## src/rtl/uart_pkg.sv

```systemverilog
// Shared definitions for the 8N1 serial transmit/receive pair.
// Latency: n/a (types and constants only).
// Backpressure: n/a.
package uart_pkg;

    localparam int UART_DATA_BITS = 8;
    localparam int UART_MIN_CPB   = 2;

    // Common state encoding for the TX and RX frame FSMs.
    typedef enum logic [1:0] {
        ST_IDLE  = 2'd0,
        ST_START = 2'd1,
        ST_DATA  = 2'd2,
        ST_STOP  = 2'd3
    } uart_state_e;

endpackage

```

## src/rtl/uart_bit_timer.sv

```systemverilog
// Bit-period timer: loadable down-counter producing half- and full-period ticks.
// Latency: full_tick every P cycles after load/resync; half_tick P/2 cycles after load/resync.
// Backpressure: none; free-running once loaded, owners ignore ticks they do not need.
//
// Ports: clk, resetn (async active-low); load latches a new period (clamped to
// UART_MIN_CPB) and restarts; resync restarts with the held period;
// half_tick / full_tick are single-cycle combinational strobes.
module uart_bit_timer
    import uart_pkg::*;
#(
    parameter int CPB_WIDTH = 32
) (
    input  logic                 clk,
    input  logic                 resetn,
    input  logic                 load,
    input  logic [CPB_WIDTH-1:0] period,
    input  logic                 resync,
    output logic                 half_tick,
    output logic                 full_tick
);

    localparam logic [CPB_WIDTH-1:0] MIN_P = CPB_WIDTH'(UART_MIN_CPB);
    localparam logic [CPB_WIDTH-1:0] ONE   = CPB_WIDTH'(1);

    logic [CPB_WIDTH-1:0] per_q, per_d;
    logic [CPB_WIDTH-1:0] cnt_q, cnt_d;

    always_comb begin
        per_d = per_q;
        cnt_d = cnt_q;
        if (load) begin
            per_d = (period < MIN_P) ? MIN_P : period;
            cnt_d = per_d - ONE;
        end else if (resync || (cnt_q == '0)) begin
            // Auto-reload so consecutive bits stay exactly P cycles apart.
            cnt_d = per_q - ONE;
        end else begin
            cnt_d = cnt_q - ONE;
        end
    end

    always_ff @(posedge clk or negedge resetn) begin
        if (!resetn) begin
            per_q <= MIN_P;
            cnt_q <= '0;
        end else begin
            per_q <= per_d;
            cnt_q <= cnt_d;
        end
    end

    // Counter reads P-j on the j-th edge after a (re)start, so P - P/2 marks j = P/2.
    assign half_tick = (cnt_q == (per_q - (per_q >> 1)));
    assign full_tick = (cnt_q == '0);

endmodule

```

## src/rtl/uart_serdes.sv

```systemverilog
// 8N1 serial transmitter and receiver sharing clock, reset and bit period.
// Latency: TX frame 10*P cycles from request; RX valid ~2 + P/2 + 9*P cycles after start edge.
// Backpressure: uart_tx_en is ignored while uart_tx_busy; RX has none (status is level, overwritten).
//
// Ports: clk, resetn (async active-low), cycles_per_bit (P, clamped to >= 2, latched per frame);
// TX: uart_tx_en, uart_tx_data -> uart_txd (idle high), uart_tx_busy;
// RX: uart_rxd (async), uart_rx_en -> uart_rx_valid, uart_rx_data, uart_rx_break.
// Build option: define UART_BREAK_DETECT_EN to report break frames on uart_rx_break;
// otherwise uart_rx_break stays 0 and break frames are dropped like framing errors.
module uart_serdes
    import uart_pkg::*;
#(
    parameter int CPB_WIDTH = 32
) (
    input  logic                 clk,
    input  logic                 resetn,
    input  logic [CPB_WIDTH-1:0] cycles_per_bit,
    input  logic                 uart_tx_en,
    input  logic [7:0]           uart_tx_data,
    output logic                 uart_txd,
    output logic                 uart_tx_busy,
    input  logic                 uart_rxd,
    input  logic                 uart_rx_en,
    output logic                 uart_rx_valid,
    output logic [7:0]           uart_rx_data,
    output logic                 uart_rx_break
);

    localparam logic [2:0] LAST_BIT = 3'(UART_DATA_BITS - 1);

    // ---------------- TX path ----------------
    uart_state_e tx_state_q, tx_state_d;
    logic [2:0]  tx_idx_q, tx_idx_d;
    logic [7:0]  tx_sh_q, tx_sh_d;
    logic        txd_q, txd_d;
    logic        tx_load;
    logic        tx_full;

    uart_bit_timer #(.CPB_WIDTH(CPB_WIDTH)) u_tx_timer (
        .clk       (clk),
        .resetn    (resetn),
        .load      (tx_load),
        .period    (cycles_per_bit),
        .resync    (1'b0),
        .half_tick (),
        .full_tick (tx_full)
    );

    always_comb begin
        tx_state_d = tx_state_q;
        tx_idx_d   = tx_idx_q;
        tx_sh_d    = tx_sh_q;
        txd_d      = txd_q;
        tx_load    = 1'b0;
        unique case (tx_state_q)
            ST_IDLE: begin
                if (uart_tx_en) begin
                    tx_sh_d    = uart_tx_data;
                    tx_state_d = ST_START;
                    txd_d      = 1'b0;
                    tx_load    = 1'b1;
                end
            end
            ST_START: begin
                if (tx_full) begin
                    txd_d      = tx_sh_q[0];
                    tx_sh_d    = tx_sh_q >> 1;
                    tx_idx_d   = '0;
                    tx_state_d = ST_DATA;
                end
            end
            ST_DATA: begin
                if (tx_full) begin
                    if (tx_idx_q == LAST_BIT) begin
                        txd_d      = 1'b1;
                        tx_state_d = ST_STOP;
                    end else begin
                        txd_d    = tx_sh_q[0];
                        tx_sh_d  = tx_sh_q >> 1;
                        tx_idx_d = tx_idx_q + 3'd1;
                    end
                end
            end
            ST_STOP: begin
                if (tx_full) begin
                    // A request on the final stop edge chains the next frame with no gap.
                    if (uart_tx_en) begin
                        tx_sh_d    = uart_tx_data;
                        tx_state_d = ST_START;
                        txd_d      = 1'b0;
                        tx_load    = 1'b1;
                    end else begin
                        tx_state_d = ST_IDLE;
                        txd_d      = 1'b1;
                    end
                end
            end
            default: tx_state_d = ST_IDLE;
        endcase
    end

    // ---------------- RX path ----------------
    uart_state_e rx_state_q, rx_state_d;
    logic [2:0]  rx_idx_q, rx_idx_d;
    logic [7:0]  rx_sh_q, rx_sh_d;
    logic [7:0]  rx_data_q, rx_data_d;
    logic        rx_valid_q, rx_valid_d;
    logic        rx_break_q, rx_break_d;
    logic        sync1_q, sync2_q, prev_q;
    logic        rx_fall;
    logic        rx_load, rx_resync;
    logic        rx_half, rx_full;

    uart_bit_timer #(.CPB_WIDTH(CPB_WIDTH)) u_rx_timer (
        .clk       (clk),
        .resetn    (resetn),
        .load      (rx_load),
        .period    (cycles_per_bit),
        .resync    (rx_resync),
        .half_tick (rx_half),
        .full_tick (rx_full)
    );

    // Re-arming after a break falls out of this: a held-low line yields no new falling edge.
    assign rx_fall = prev_q & ~sync2_q;

    always_comb begin
        rx_state_d = rx_state_q;
        rx_idx_d   = rx_idx_q;
        rx_sh_d    = rx_sh_q;
        rx_data_d  = rx_data_q;
        rx_valid_d = rx_valid_q;
        rx_break_d = rx_break_q;
        rx_load    = 1'b0;
        rx_resync  = 1'b0;
        if (!uart_rx_en) begin
            rx_state_d = ST_IDLE;
            rx_valid_d = 1'b0;
            rx_break_d = 1'b0;
        end else begin
            unique case (rx_state_q)
                ST_IDLE: begin
                    if (rx_fall) begin
                        rx_state_d = ST_START;
                        rx_load    = 1'b1;
                        rx_valid_d = 1'b0;
                        rx_break_d = 1'b0;
                    end
                end
                ST_START: begin
                    if (rx_half) begin
                        if (sync2_q) begin
                            rx_state_d = ST_IDLE;      // false start
                        end else begin
                            // Re-centre the timer so later samples land mid-bit.
                            rx_state_d = ST_DATA;
                            rx_idx_d   = '0;
                            rx_resync  = 1'b1;
                        end
                    end
                end
                ST_DATA: begin
                    if (rx_full) begin
                        rx_sh_d = {sync2_q, rx_sh_q[7:1]};
                        if (rx_idx_q == LAST_BIT) begin
                            rx_state_d = ST_STOP;
                        end else begin
                            rx_idx_d = rx_idx_q + 3'd1;
                        end
                    end
                end
                ST_STOP: begin
                    if (rx_full) begin
                        rx_state_d = ST_IDLE;
                        if (sync2_q) begin
                            rx_data_d  = rx_sh_q;
                            rx_valid_d = 1'b1;
                            rx_break_d = 1'b0;
                        end else if (rx_sh_q == '0) begin
`ifdef UART_BREAK_DETECT_EN
                            rx_break_d = 1'b1;
`else
                            rx_break_d = 1'b0;   // treated as a framing error
`endif
                        end
                    end
                end
                default: rx_state_d = ST_IDLE;
            endcase
        end
    end

    // ---------------- state registers ----------------
    always_ff @(posedge clk or negedge resetn) begin
        if (!resetn) begin
            tx_state_q <= ST_IDLE;
            tx_idx_q   <= '0;
            tx_sh_q    <= '0;
            txd_q      <= 1'b1;
            rx_state_q <= ST_IDLE;
            rx_idx_q   <= '0;
            rx_sh_q    <= '0;
            rx_data_q  <= '0;
            rx_valid_q <= 1'b0;
            rx_break_q <= 1'b0;
            sync1_q    <= 1'b1;
            sync2_q    <= 1'b1;
            prev_q     <= 1'b1;
        end else begin
            tx_state_q <= tx_state_d;
            tx_idx_q   <= tx_idx_d;
            tx_sh_q    <= tx_sh_d;
            txd_q      <= txd_d;
            rx_state_q <= rx_state_d;
            rx_idx_q   <= rx_idx_d;
            rx_sh_q    <= rx_sh_d;
            rx_data_q  <= rx_data_d;
            rx_valid_q <= rx_valid_d;
            rx_break_q <= rx_break_d;
            sync1_q    <= uart_rxd;
            sync2_q    <= sync1_q;
            prev_q     <= sync2_q;
        end
    end

    assign uart_txd      = txd_q;
    assign uart_tx_busy  = (tx_state_q != ST_IDLE);
    assign uart_rx_valid = rx_valid_q;
    assign uart_rx_data  = rx_data_q;
    assign uart_rx_break = rx_break_q;

endmodule

```

## config.mk

```make
export PLATFORM = sky130hd
export DESIGN_NAME = uart_serdes
export DESIGN_NICKNAME = d
export VERILOG_FILES = /design/src/rtl/uart_pkg.sv /design/src/rtl/uart_bit_timer.sv /design/src/rtl/uart_serdes.sv
export SDC_FILE = /design/constraint.sdc
export NUM_CORES = 1
export LEC_CHECK = 0
export CAP_MARGIN = 25
export CORE_MARGIN = 3
export CORE_UTILIZATION = 57
export CTS_BUF_LIST = sky130_fd_sc_hd__clkbuf_8
export DETAILED_ROUTE_END_ITERATION = 7
export GPL_ROUTABILITY_DRIVEN = 0
export HOLD_SLACK_MARGIN = 0.08
export PLACE_DENSITY = 0.76
export SYNTH_ARGS = -nofsm -noshare
export SYNTH_HDL_FRONTEND = slang
export SYNTH_SLANG_ARGS = --single-unit
```

## constraint.sdc

```tcl
create_clock -name clk -period 5.5 [get_ports clk]
set_input_delay 1.1 -clock clk [delete_from_list [all_inputs] [get_ports clk]]
set_output_delay 1.1 -clock clk [all_outputs]
set_load 0.01 [all_outputs]
```

# Word level (Yosys, flattened, before mapping)
# Index checks and enable logic that the tools add are counted.
# op_classes
muxes	62
eq_ne	27
bitwise_logic	2
addsub	8
reduce_logical	19
order_cmp	1
# op_table
op	n
2-to-1 mux 32 bit	5
subtractor 32 x 1 -> 32 bit, second input constant	5
logical NOT 32 bit	2
2-to-1 mux 8 bit	5
== test 32 bit	1
< comparator 32 x 2 -> 1 bit, second input constant	1
one-hot mux 8 bit (4 select lines)	1
subtractor 32 x 31 -> 32 bit	1
2-to-1 mux 1 bit	24
2-to-1 mux 2 bit	12
AND reduction 4 bit	6
2-to-1 mux 3 bit	7
inequality test 2 bit, second input constant	10
inequality test 3 bit, second input constant	6
one-hot mux 2 bit (4 select lines)	2
one-hot mux 3 bit (2 select lines)	2
AND reduction 5 bit	2
== test 2 bit, second input constant	4
logical NOT 8 bit	1
adder 3 x 1 -> 3 bit, second input constant	2
== test 3 bit, second input constant	2
one-hot mux 1 bit (2 select lines)	3
AND reduction 6 bit	1
nonzero test 2 bit	3
9 further kinds	11
# totals
reg_bits	168
inputBits	45
output_inout_bits	12
wordCells	136

# Depth between registers and ports, before layout
# depth
word_depth	8
mapped_depth	28
ltp_nobuf	25

# Hierarchy
# A second synthesis with hierarchy kept.
# hier_totals
cells_unflattened	1609
hier_area_um2	13525.5
# modules_own_cells
mod	cells_each	instances	seq_area_each_um2	area_per_inst_um2
uart_bit_timer (u_rx_timer)	739	1	1602.8	5828.1
uart_bit_timer (u_tx_timer)	715	1	1602.8	5709.2
uart_serdes	155	1	980.9	1988.2

# Least setup slack after synthesis
# No wires, ideal clock.
# synth_timing
path_kind	reg-to-reg
startpoint	reg u_rx_timer.per_q[1]
endpoint	reg u_rx_timer.cnt_q[28]
setup_ns	0.137
path_buffers	3
period_less_slack_ns	5.712
t_required_ns	5.363
arrival_time_ns	5.575
stages_incl_launch_ff	26
path_slack_ns	-0.212
cell_sequence	dfstp_2 > inv_1 > fa_1 > nand2b_1 > a211oi_2 > o21ai_1 > o31ai_2 > nor3_1 > a311o_1 > or4_1 > nor3_2 > a21o_2 > buf_12 > buf_4 > mux2i_1 > ha_1 > nand2_1 > or3_1 > or3_1 > clkbuf_1 > inv_1 > nand2_1 > nor3_1 > xnor2_1 > a211oi_2 > a21oi_1
# synth_via
elab_chain_cells	8
word_cells_on_any_way	9
classes_between	add/sub: 2; eq/ne: 1; mux: 5; reduce/logical: 1
# synth_lines
item	line_no	rtl
start, declared	uart_bit_timer.sv:25	logic [CPB_WIDTH-1:0] per_q, per_d;
start signal, assigned	uart_bit_timer.sv:47	per_q <= per_d;
subtractor 32 x 31 -> 32 bit	uart_bit_timer.sv:53	assign half_tick = (cnt_q == (per_q - (per_q >> 1)));
== test 32 bit	uart_bit_timer.sv:53	
2-to-1 mux 1 bit	uart_serdes.sv:151	if (rx_half) begin
2-to-1 mux 1 bit	uart_serdes.sv:141	unique case (rx_state_q)
2-to-1 mux 1 bit	uart_serdes.sv:136	if (!uart_rx_en) begin
logical OR 1 bit	uart_bit_timer.sv:34	end else if (resync || (cnt_q == '0)) begin
2-to-1 mux 32 bit *	uart_bit_timer.sv:34	
2-to-1 mux 32 bit *	uart_bit_timer.sv:31	if (load) begin
named net u_rx_timer.cnt_d[28]	uart_bit_timer.sv:26	logic [CPB_WIDTH-1:0] cnt_q, cnt_d;
end signal, assigned	uart_bit_timer.sv:48	cnt_q <= cnt_d;
end, declared	uart_bit_timer.sv:26	
# The timed path passes the listed nets; every way through them passes the cells marked *.
# A chain may end at the register's enable or synchronous reset.

# Worst setup path after layout
# layout_timing
startpoint	reg u_rx_timer.per_q[7]
endpoint	reg u_rx_timer.cnt_q[28]
# The elaborated chain is that of the path after synthesis.

==> metrics.txt <==
# TYPE chip_impl_metric gauge
chip_impl_metric{name="finalClockSkew",unit="ns"} 0.0239
chip_impl_metric{name="maximum_net_fanout_on_the_critical_path",unit=""} 6
chip_impl_metric{name="timing.critical_path.arrival",unit="ns"} 5.78
chip_impl_metric{name="drt_wl_cell",unit="um"} 18.3
chip_impl_metric{name="setup_viol",unit=""} 0
chip_impl_metric{name="synth_seq_area_share",unit="%"} 34.5
chip_impl_metric{name="hold-worst-slack",unit="ns"} 0.362
chip_impl_metric{name="fin_tns_setup",unit="ns"} 0
chip_impl_metric{name="syn_area",unit="sq mm"} 0.0121
chip_impl_metric{name="cell_internal_pwr",unit="mW"} 2.98
chip_impl_metric{name="synthAdderAreaFrac",unit="%"} 4.60
chip_impl_metric{name="placement_rows",unit=""} 52
chip_impl_metric{name="power.ir.vdd_worst",unit="mV"} 0.265
chip_impl_info{name="clk_root_buffer_cell",value="sky130_fd_sc_hd__clkbuf_8"} 1
chip_impl_metric{name="synthMuxAreaShare",unit="%"} 5.24
chip_impl_metric{name="first_pass_grt_wire_length",unit="mm"} 54.7
chip_impl_metric{name="comb_power_share",unit="%"} 47.6
chip_impl_metric{name="core",unit="sq mm"} 0.0206
chip_impl_metric{name="r2r_slack",unit="ns"} 0.03
chip_impl_metric{name="power.net_switching",unit="mW"} 2.17
chip_impl_metric{name="finalWorstSetupSlack",unit="ns"} 0.0337
chip_impl_metric{name="worstPathRequired",unit="ns"} 5.81
chip_impl_metric{name="synthesis_warning_total",unit=""} 0
chip_impl_metric{name="detailroute.via_count",unit=""} 11300
chip_impl_info{name="whs_endpoint",value="sync2_q"} 1
chip_impl_metric{name="fin_crit_sh",unit="%"} 99.4
chip_impl_metric{name="clock_power_share",unit="%"} 19.4
chip_impl_metric{name="cts.reportedPaths.clkPinSlew",unit="ns"} 0.11
chip_impl_metric{name="die_area",unit="sq mm"} 0.0231
chip_impl_metric{name="synth_enable_flop_cells",unit=""} 0
chip_impl_metric{name="powerDensity",unit="mW/mm^2"} 372
chip_impl_metric{name="clock.fmax",unit="MHz"} 183
chip_impl_info{name="critical_path_class",value="reg -> reg"} 1
chip_impl_metric{name="post_layout_nets",unit=""} 1640
chip_impl_info{name="r2r-start",value="u_rx_timer.per_q[7]"} 1
chip_impl_metric{name="postSynth.asyncResetShare",unit="%"} 100
chip_impl_metric{name="i_o_pin_total",unit=""} 57
chip_impl_metric{name="reg2reg_depth",unit=""} 22
chip_impl_metric{name="first_global_vias",unit=""} 10700
chip_impl_metric{name="layout-drive-gt1-share",unit="%"} 12.1
chip_impl_metric{name="worst_case_setup_slack_after_placement",unit="ns"} -0.122
chip_impl_info{name="synth_ff_type",value="sky130_fd_sc_hd__dfrtp_1"} 1
chip_impl_info{name="setup_repair_after_global_routing_missed_its_margin",value="true"} 1
chip_impl_metric{name="area_growth_syn_to_layout",unit="%"} 14.3
chip_impl_metric{name="globalRouteTotalUtil",unit="%"} 28.3
chip_impl_metric{name="route.detailed.drc",unit=""} 0
chip_impl_metric{name="yosys_register_bits",unit=""} 167
chip_impl_metric{name="final-instance-count-excl-fill",unit=""} 1834
chip_impl_metric{name="place_hpwl",unit="mm"} 25.0
chip_impl_metric{name="max_slew_margin",unit="%"} 42.1
chip_impl_metric{name="final_period_minus_worst_setup_slack",unit="ns"} 5.47
chip_impl_metric{name="worst_pin_slew",unit="ns"} 0.869
chip_impl_info{name="min_from",value="sync1_q"} 1
chip_impl_metric{name="grt_overflow",unit=""} 0
chip_impl_metric{name="drt_iter0_markers",unit=""} 963
chip_impl_metric{name="report.final.hold_viol_count",unit=""} 0
chip_impl_metric{name="post_cts_hold_buffer_count",unit=""} 0
chip_impl_metric{name="switching_share",unit="%"} 42.1
chip_impl_metric{name="cts.sinks",unit=""} 167
chip_impl_metric{name="hold_path_depth",unit=""} 0
chip_impl_metric{name="max-clock-path-buffers",unit=""} 2
chip_impl_metric{name="htree_levels",unit=""} 4
chip_impl_metric{name="grt_antenna_before_repair",unit=""} 0
chip_impl_metric{name="worst_skew_pair.late_latency",unit="ns"} 0.47
chip_impl_info{name="critical_path.endpoint_type",value="flip-flop"} 1
chip_impl_metric{name="route.detailed.vias_per_inst",unit=""} 6.14
chip_impl_metric{name="number_of_instances_in_the_synthesized_netlist",unit=""} 1474
chip_impl_info{name="tritoncts",value="yes"} 1
chip_impl_metric{name="cts_inserted_buffers",unit=""} 17
chip_impl_info{name="worst_setup_path_start_kind",value="flip-flop"} 1
chip_impl_info{name="worst_r2r_endpoint",value="u_rx_timer.cnt_q[28]"} 1
chip_impl_metric{name="final_max_slew_viol_count",unit=""} 0
chip_impl_metric{name="syn-mean-instance-area",unit="sq um"} 8.23
chip_impl_metric{name="detail_route.wirelength",unit="mm"} 33.5
chip_impl_metric{name="io_buffer_count",unit=""} 55
chip_impl_metric{name="dpl.cell_count",unit=""} 1791
chip_impl_metric{name="synth-simple-area-share",unit="%"} 23.3
chip_impl_metric{name="synth_compound_area_share",unit="%"} 18.1
chip_impl_metric{name="synth_cell_type_count",unit=""} 77
chip_impl_metric{name="start_util",unit="%"} 59.0
chip_impl_metric{name="die_w",unit="um"} 152
chip_impl_info{name="outcome",value="finished clean"} 1
chip_impl_metric{name="maxCapViolations",unit=""} 0
chip_impl_metric{name="seq_power_share",unit="%"} 33.0
chip_impl_metric{name="maximum_number_of_pins_on_one_net_before_global_route_repair",unit=""} 96
chip_impl_info{name="hold_path.class",value="reg -> reg"} 1
chip_impl_metric{name="leakage",unit="nW"} 5.75
chip_impl_metric{name="p_total",unit="mW"} 5.15
chip_impl_metric{name="num_antenna_cells",unit=""} 0
chip_impl_metric{name="synth_xor_area_share",unit="%"} 9.96
chip_impl_info{name="synth_top_family_by_area",value="simple AND/OR/NAND/NOR gates"} 1
chip_impl_metric{name="total_nets_after_synthesis",unit=""} 1563
chip_impl_metric{name="die-height",unit="um"} 152
chip_impl_metric{name="drt_pass1_iterations",unit=""} 5
chip_impl_metric{name="drtAntennaViolNets",unit=""} 0
-- cells in the mapped netlist, types with 29 or more instances --
master / count / area share, %
sky130_fd_sc_hd__dfrtp_1: 161 / 33
sky130_fd_sc_hd__ha_1: 43 / 4.4
sky130_fd_sc_hd__nand2_1: 225 / 7.0
sky130_fd_sc_hd__inv_1: 49 / 1.5
sky130_fd_sc_hd__nor4_1: 29 / 1.5
sky130_fd_sc_hd__nor2_1: 124 / 3.8
sky130_fd_sc_hd__xor2_1: 40 / 2.9
sky130_fd_sc_hd__o21ai_0: 105 / 4.3
sky130_fd_sc_hd__nor3_1: 48 / 2.0
sky130_fd_sc_hd__mux2i_1: 41 / 3.4
sky130_fd_sc_hd__a21oi_1: 122 / 5.0
sky130_fd_sc_hd__xnor2_1: 98 / 7.1
sky130_fd_sc_hd__clkbuf_1: 42 / 1.3
-- how the worst max path moves through the flow --
stage,cells after the start,end,slack [ns],from
6_report,22,u_rx_timer.cnt_q[28],0.03,u_rx_timer.per_q[7]
5_1_grt,22,u_rx_timer.cnt_q[28],-0.19,u_rx_timer.per_q[7]
4_1_cts,22,u_rx_timer.cnt_q[28],0.002,u_rx_timer.per_q[1]
3_5_place_dp,21,u_rx_timer.cnt_q[18],-0.12,u_rx_timer.per_q[1]
3_3_place_gp,21,u_rx_timer.cnt_q[22],0.04,u_rx_timer.per_q[1]
2_1_floorplan,25,u_rx_timer.cnt_q[28],0.04,u_rx_timer.per_q[1]
-- cells by family (layout without fill, tap and decap cells) --
group	after synthesis	after routing
other	1	1
AOI/OAI and AO/OA	359	359
adders and majority gates	44	44
buffers and inverters	115	205
DFF	167	167
xor gates and xnor gates	138	138
and+or+nand+nor	589	589
muxes	61	61
-- critical path: stages (launching register included) --
cell,delay (ns)
sky130_fd_sc_hd__dfrtp_1,0.45
sky130_fd_sc_hd__inv_1,0.11
sky130_fd_sc_hd__ha_1,0.37
sky130_fd_sc_hd__a21oi_1,0.28
sky130_fd_sc_hd__o21ai_0,0.23
sky130_fd_sc_hd__a22oi_1,0.25
sky130_fd_sc_hd__o211ai_1,0.14
sky130_fd_sc_hd__nor4_1,0.31
sky130_fd_sc_hd__o2111ai_1,0.15
sky130_fd_sc_hd__or4_4,0.51
sky130_fd_sc_hd__nor3_4,0.18
sky130_fd_sc_hd__a21o_4,0.18
sky130_fd_sc_hd__mux2i_2,0.26
sky130_fd_sc_hd__ha_2,0.24
sky130_fd_sc_hd__nand2_2,0.06
sky130_fd_sc_hd__or3_4,0.38
sky130_fd_sc_hd__or3_4,0.41
sky130_fd_sc_hd__inv_2,0.08
sky130_fd_sc_hd__nand2_4,0.07
sky130_fd_sc_hd__nor3_4,0.20
sky130_fd_sc_hd__xnor2_1,0.11
sky130_fd_sc_hd__a211oi_2,0.23
sky130_fd_sc_hd__a21oi_1,0.07
-- state kept, by name (all words and copies together) (netlist names), 2 cells and up --
name	count
rx_sh_q	8
u_tx_timer.per_q	32
u_rx_timer.cnt_q	32
u_tx_timer.cnt_q	32
rx_idx_q	3
u_rx_timer.per_q	32
rx_state_q	2
tx_state_q	2
tx_idx_q	3
tx_sh_q	8
uart_rx_data	8
-- timing repair --
item | 4_1_cts | 5_1_grt
setup buffers | 5 | 6
pin swaps | 10 | 17
resized for setup | 5 | 35
setup endpoints to repair | 6 | 9
gates cloned | 0 | 0
-- stage by stage --
step	cell area, sq um	utilization [%]
3_5_place_dp	13200	64.1
5_1_grt	13900	67.4
3_3_place_gp	13200	64.1
2_1_floorplan	12200	-
4_1_cts	13700	66.6
6_report	13900	67.4
-- power groups by stage --
stage               registers (mW)  logic (mW)  clock network [mW]
floorplan                     1.63        1.70                   0
global placement              1.70        2.27                   0
detailed placement            1.71        2.31                   0
CTS                           1.68        2.34                1.02
global route                  1.72        2.70                1.07
finish                        1.70        2.45               0.998
-- per-layer routing --
metal  global-route usage, %  wire length [um]
met3                    3.61              2490
met4                    8.35               758
met1                    43.4             15600
met5                       0                 0
met2                    42.0             14700
-- placed cells by master, fill, tap and decap left out, drive strengths merged, types with 5 or more instances in the layout --
master,netlist,final
nand2,225,225
dfrtp,161,161
nor2,127,127
a21oi,122,122
o21ai,116,116
xnor2,98,98
buf,24,70
inv,49,57
clkdlybuf4s50,0,54
nor3,49,49
ha,43,43
mux2i,41,41
xor2,40,40
nor4,31,31
nand3,24,24
or3,22,22
mux2,20,20
nand4,19,19
nand2b,18,18
clkbuf,42,17
a211oi,16,16
a21o,13,13
or4,13,13
o211ai,11,11
nor2b,11,11
a31oi,10,10
and3,9,9
or2,9,9
o31ai,9,9
o22ai,8,8
o21a,7,7
nand3b,7,7
a22o,7,7
and4,6,6
dfstp,6,6
nor3b,6,6
nor4b,6,6
a21boi,5,5
-- cell type report --
| type | instances | area (sq um) |
|---|---|---|
| Clock inverter | 15 | 215 |
| Clock buffer | 17 | 234 |
| Fill cell | 1717 | 6700 |
| Tap cell | 270 | 338 |
| Sequential cell | 167 | 4190 |
| Multi-Input combinational cell | 1192 | 7620 |
| Inverter | 49 | 184 |
| Timing Repair Buffer | 124 | 1080 |
Note: power is estimated with default switching activity, not from simulation.
